===== src/rtl/seg7_scan.sv =====
// Multi-digit 7-segment scan driver with double-buffered display contents.
// Optional leading-zero blanking is built when LEAD_ZERO_BLANK_EN is defined.
module seg7_scan #(
  parameter int DIGITS       = 4,
  parameter bit COMMON_ANODE = 1'b1
) (
  input  logic                  clock_in,
  input  logic                  reset_n,
  input  logic                  scan_tick_in,
  input  logic [4*DIGITS-1:0]   value_in,
  input  logic [DIGITS-1:0]     dp_in,
  input  logic                  load,
  output logic [DIGITS-1:0]     an_out,
  output logic [6:0]            seg_out,
  output logic                  dp_out,
  output logic                  frame_done
);

  localparam int                IW      = (DIGITS > 1) ? $clog2(DIGITS) : 1;
  localparam logic [IW-1:0]     LAST    = IW'(DIGITS - 1);
  localparam logic [DIGITS-1:0] AN_OFF  = COMMON_ANODE ? '1 : '0;
  localparam logic [6:0]        SEG_OFF = COMMON_ANODE ? 7'h7F : 7'h00;
  localparam logic              DP_OFF  = COMMON_ANODE;

  typedef enum logic {
    ST_IDLE,
    ST_SCAN
  } state_t;

  function automatic logic [6:0] hex7(input logic [3:0] h);
    logic [6:0] s;
    case (h)
      4'h0: s = 7'h3F;
      4'h1: s = 7'h06;
      4'h2: s = 7'h5B;
      4'h3: s = 7'h4F;
      4'h4: s = 7'h66;
      4'h5: s = 7'h6D;
      4'h6: s = 7'h7D;
      4'h7: s = 7'h07;
      4'h8: s = 7'h7F;
      4'h9: s = 7'h6F;
      4'hA: s = 7'h77;
      4'hB: s = 7'h7C;
      4'hC: s = 7'h39;
      4'hD: s = 7'h5E;
      4'hE: s = 7'h79;
      default: s = 7'h71;
    endcase
    return s;
  endfunction

  logic                  s1_q, s2_q, s3_q;
  logic                  tick;
  logic                  wrap;
  state_t                state_q, state_d;
  logic [IW-1:0]         idx_q, idx_d;
  logic [4*DIGITS-1:0]   pend_val_q, pend_val_d;
  logic [DIGITS-1:0]     pend_dp_q, pend_dp_d;
  logic                  pend_valid_q, pend_valid_d;
  logic [4*DIGITS-1:0]   disp_val_q, disp_val_d;
  logic [DIGITS-1:0]     disp_dp_q, disp_dp_d;
  logic [DIGITS-1:0]     an_q, an_d;
  logic [6:0]            seg_q, seg_d;
  logic                  dp_q, dp_d;
  logic                  fd_q, fd_d;
  logic [DIGITS-1:0]     blank_mask;
  logic [DIGITS-1:0]     an_raw;
  logic [6:0]            seg_raw;
  logic                  dp_raw;
  logic [3:0]            nib;

  assign tick = s2_q & ~s3_q;
  assign wrap = tick && (state_q == ST_SCAN) && (idx_q == LAST);

  // Index, frame and buffer next-state; a load coinciding with a wrap bypasses
  // the pending buffer so the new value is visible from digit 0 of that frame.
  always_comb begin
    state_d      = state_q;
    idx_d        = idx_q;
    pend_val_d   = pend_val_q;
    pend_dp_d    = pend_dp_q;
    pend_valid_d = pend_valid_q;
    disp_val_d   = disp_val_q;
    disp_dp_d    = disp_dp_q;
    fd_d         = 1'b0;

    if (tick) begin
      if (state_q == ST_IDLE) begin
        state_d = ST_SCAN;
        idx_d   = '0;
      end else if (wrap) begin
        idx_d = '0;
      end else begin
        idx_d = idx_q + IW'(1);
      end
    end

    if (wrap) begin
      fd_d = 1'b1;
    end

    if (load && wrap) begin
      disp_val_d   = value_in;
      disp_dp_d    = dp_in;
      pend_valid_d = 1'b0;
    end else if (load) begin
      pend_val_d   = value_in;
      pend_dp_d    = dp_in;
      pend_valid_d = 1'b1;
    end else if (wrap && pend_valid_q) begin
      disp_val_d   = pend_val_q;
      disp_dp_d    = pend_dp_q;
      pend_valid_d = 1'b0;
    end
  end

`ifdef LEAD_ZERO_BLANK_EN
  logic lead;

  // Walk from the most significant digit down; digit 0 is never blanked.
  always_comb begin
    blank_mask = '0;
    lead       = 1'b1;
    for (int unsigned j = 0; j < DIGITS - 1; j++) begin
      if (lead && (disp_val_d[(DIGITS-1-j)*4 +: 4] == 4'h0)) begin
        blank_mask[DIGITS-1-j] = 1'b1;
      end else begin
        lead = 1'b0;
      end
    end
  end
`else
  always_comb begin
    blank_mask = '0;
  end
`endif

  always_comb begin
    an_d    = an_q;
    seg_d   = seg_q;
    dp_d    = dp_q;
    an_raw  = '0;
    seg_raw = '0;
    dp_raw  = 1'b0;
    nib     = disp_val_d[{idx_d, 2'b00} +: 4];

    if (tick) begin
      an_raw[idx_d] = 1'b1;
      seg_raw       = blank_mask[idx_d] ? 7'h00 : hex7(nib);
      dp_raw        = disp_dp_d[idx_d];
      an_d          = COMMON_ANODE ? ~an_raw  : an_raw;
      seg_d         = COMMON_ANODE ? ~seg_raw : seg_raw;
      dp_d          = COMMON_ANODE ? ~dp_raw  : dp_raw;
    end
  end

  always_ff @(posedge clock_in) begin
    if (!reset_n) begin
      s1_q         <= 1'b0;
      s2_q         <= 1'b0;
      s3_q         <= 1'b0;
      state_q      <= ST_IDLE;
      idx_q        <= '0;
      pend_val_q   <= '0;
      pend_dp_q    <= '0;
      pend_valid_q <= 1'b0;
      disp_val_q   <= '0;
      disp_dp_q    <= '0;
      an_q         <= AN_OFF;
      seg_q        <= SEG_OFF;
      dp_q         <= DP_OFF;
      fd_q         <= 1'b0;
    end else begin
      s1_q         <= scan_tick_in;
      s2_q         <= s1_q;
      s3_q         <= s2_q;
      state_q      <= state_d;
      idx_q        <= idx_d;
      pend_val_q   <= pend_val_d;
      pend_dp_q    <= pend_dp_d;
      pend_valid_q <= pend_valid_d;
      disp_val_q   <= disp_val_d;
      disp_dp_q    <= disp_dp_d;
      an_q         <= an_d;
      seg_q        <= seg_d;
      dp_q         <= dp_d;
      fd_q         <= fd_d;
    end
  end

  assign an_out     = an_q;
  assign seg_out    = seg_q;
  assign dp_out     = dp_q;
  assign frame_done = fd_q;

endmodule


===== config.mk =====
export PLATFORM = sky130hd
export DESIGN_NAME = seg7_scan
export DESIGN_NICKNAME = d
export VERILOG_FILES = /design/src/rtl/seg7_scan.sv
export SDC_FILE = /design/constraint.sdc
export NUM_CORES = 1
export LEC_CHECK = 0
export CAP_MARGIN = 20
export CORE_MARGIN = 2
export CORE_UTILIZATION = 50
export DETAILED_ROUTE_END_ITERATION = 12
export PLACE_DENSITY = 0.79
export RECOVER_POWER = 50
export SLEW_MARGIN = 25
export SYNTH_ARGS = -nofsm -noshare
export SYNTH_HDL_FRONTEND = slang
export SYNTH_SLANG_ARGS = --single-unit
export TNS_END_PERCENT = 1

===== constraint.sdc =====
create_clock -name clock_in -period 4.9 [get_ports clock_in]
set_input_delay 0.98 -clock clock_in [delete_from_list [all_inputs] [get_ports clock_in]]
set_output_delay 0.98 -clock clock_in [all_outputs]
set_load 0.05 [all_outputs]

==> impl_metrics.json <==
{
  "ioPinCount": 37,
  "viasPerCell": 5.75,
  "crit_path_frequent_cell": "ha_1",
  "start_kind": "register",
  "hold_class": "register to register",
  "track_usage_pct": 24.1,
  "cp.required_ns": 5.09,
  "synth-seq-cells": 60,
  "timing.max_cap.violations": 0,
  "tightest_slew_ns": 0.921,
  "routed_wl_um": 6960,
  "n_antenna_cell": 0,
  "critPathMaxFanout": 21,
  "fin_total_pwr_mw": 1.14,
  "die_area_sq_um": 6360,
  "hold_violations": 0,
  "cts_setup_buffers": 0,
  "cts_buffers": 9,
  "grt_start_max_net_pins": 26,
  "dpl.hpwl_um": 4710,
  "root_buffer": "clkbuf_8",
  "grt_pass1_wl_um": 11900,
  "comb_power_share_pct": 8.6,
  "antenna_left": 0,
  "clkPwrFrac_pct": 46.3,
  "synthesis.nets": 388,
  "drtIter0Drc": 259,
  "p_int_mw": 0.879,
  "core_sq_um": 5540,
  "synth_cell_type_count": 52,
  "start_util_pct": 51.8,
  "syn_to_final_growth_pct": 20.5,
  "grt-ovfl-total": 0,
  "ys_seq_area_share_pct": 41.9,
  "vias": 2650,
  "period_minus_slack_ns": 4.04,
  "avgSynthCellArea_sq_um": 8.04,
  "ctsHoldBuffers": 0,
  "critPathSlowestCell": "and4b_1",
  "drc": 0,
  "fin_area_sq_um": 3460,
  "crit_chain": "ha_1 > and4b_1 > clkbuf_1 > nand2_2 > o22ai_1 > a21oi_1 > o221ai_1 > inv_1 > ha_1 > nor4b_1 > o21a_1 > a31oi_1",
  "slew_violations": 0,
  "status": "finished, final reports clean",
  "post_cts_resized": 0,
  "tns_ns": 0,
  "die_y_um": 79.8,
  "insertion_delay_ns": 0.34,
  "grt_setup_unrepaired": "false",
  "slew_headroom_pct": 38.2,
  "n_fill_cell": 504,
  "p_sw_share_pct": 22.9,
  "io_buffers": 36,
  "first_pass_iters": 4,
  "clk_pin_slew_ns": 0.07,
  "antenna_found_initial": 0,
  "nNetsFinal": 415,
  "cp.arrival_ns": 4.23,
  "synth_warnings": 0,
  "fp.dieW_um": 79.8,
  "critPathKind": "register to register",
  "synth_ff_type": "dfxtp_1",
  "layout_commonest_cell": "nand2_1",
  "skew_ns": 0.00679,
  "drive_gt1_share_pct": 6.68,
  "cp-end-kind": "register",
  "place_area_sq_um": 3230,
  "critPathMaxStageDelay_ns": 0.72,
  "cts_tree": "yes",
  "period_share_pct": 82.4,
  "layout_common_cells": "nand2_1, dfxtp_1, a21oi_1, nor2_1",
  "p_seq_share_pct": 45.1,
  "max-clock-path-buffers": 2,
  "fmax_mhz": 248,
  "ir_drop_v": 0.000226,
  "wire_per_inst_um": 15.1,
  "finalSetupViolCount": 0,
  "async_reset_ff_share_pct": 0,
  "grt_pass1_vias": 2529,
  "gp_congestion": 0.879,
  "cts.sinks": 60,
  "syn_inst": 357,
  "p_switching_mw": 0.261,
  "rows": 27,
  "leakage_nw": 1.31,
  "cellPowerDensity_nw_per_um2": 330,
  "mappedNetlistArea_sq_um": 2870,
  "synth_edf_count": 0,
  "htree_levels": 3
}
synthesized netlist by cell type (3+ instances only):
library cell  count  share of area, %
a21oi_1          32               5.6
a221oi_1          3              0.92
a31oi_1           7               1.5
a32oi_1           9               2.7
and2_1           14               3.1
buf_2             3              0.52
buf_6             3               1.2
clkbuf_1         16               2.1
dfxtp_1          60                42
ha_1              7               3.1
inv_1             8               1.0
mux2i_1           3               1.0
nand2_1          65               8.5
nand2b_1          6               1.3
nand3_1          21               3.7
nor2_1           31               4.1
o21ai_0           9               1.6
o21ai_1           5              0.87
o221ai_1          3              0.92
o22a_1            3              0.92
o22ai_1          10               2.2
flip-flops by register name, summed over array words and instances, names as in the netlist, 2 cells and up:
name / count
disp_dp_q: 4
seg_out: 7
disp_val_q: 16
pend_dp_q: 4
an_out: 4
pend_val_q: 16
idx_q: 2
routing by layer:
metal | part of all wire [%] | vias up | track usage, %
li1 | - | 1309 | -
met1 | 45 | 1265 | 31.2
met2 | 47 | 70 | 37.9
met3 | 6.9 | 6 | 8.94
met4 | 0.80 | 0 | 6.10
met5 | 0 | - | 0
worst paths after layout:
check	start	to	slack (ns)	cells after the start
max	idx_q[0]$_SDFF_PN0_	seg_out[0]$_SDFFE_PN1N_	0.86	12
max reg2reg	idx_q[0]$_SDFF_PN0_	seg_out[0]$_SDFFE_PN1N_	0.86	12
min reg2reg	s1_q$_SDFF_PN0_	s2_q$_SDFF_PN0_	0.43	1
min	s1_q$_SDFF_PN0_	s2_q$_SDFF_PN0_	0.43	1
worst max-delay path: cells and delay by family, from the launching register on:
| family | cells | cell delay (ns) |
|---|---|---|
| simple gates | 3 | 1.23 |
| compound gates | 5 | 1.00 |
| buf+inv | 2 | 0.78 |
| fa+ha+maj | 2 | 0.48 |
| flops | 1 | 0.39 |
area by class of cell:
cell class	count	area (sq um)	share of cell area, %
clock buffers	11	131	3.80
clock inverters	5	100	2.90
inverters	9	33.8	0.977
multi-input cells	264	1510	43.8
flip-flops and latches	60	1200	34.7
well taps	72	90.1	2.61
repair buffers	40	387	11.2
logic make-up (layout without fill, tap and decap cells):
| family | after synthesis | count (layout) | share of synthesized area [%] |
|---|---|---|---|
| adders and majority gates | 7 | 7 | 3.05 |
| and+or+nand+nor | 154 | 154 | 25.0 |
| buffers and inverters | 33 | 65 | 5.23 |
| DFF | 60 | 60 | 41.9 |
| muxes | 6 | 6 | 2.49 |
| AOI/OAI and AO/OA | 96 | 96 | 22.0 |
| xor gates and xnor gates | 1 | 1 | 0.305 |
power by group through the flow:
| stage | Combinational (mW) | Clock (mW) | Sequential [mW] |
|---|---|---|---|
| global placement | 0.0979 | 0 | 0.524 |
| global route | 0.108 | 0.563 | 0.516 |
| finish | 0.0981 | 0.528 | 0.515 |
| CTS | 0.0999 | 0.535 | 0.514 |
| floorplan | 0.0483 | 0 | 0.533 |
| detailed placement | 0.0992 | 0 | 0.525 |
per-stage QoR:
step	hold slack (ns)	cells	util (%)	worst slack [ns]
2_1_floorplan	0.412	357	-	1.79
3_3_place_gp	0.414	445	58.4	1.02
3_5_place_dp	0.424	445	58.4	0.849
4_1_cts	0.439	461	62.5	1.21
5_1_grt	0.443	461	62.4	0.471
6_report	0.435	461	62.4	0.860
Power figures use the tool's default switching activity.
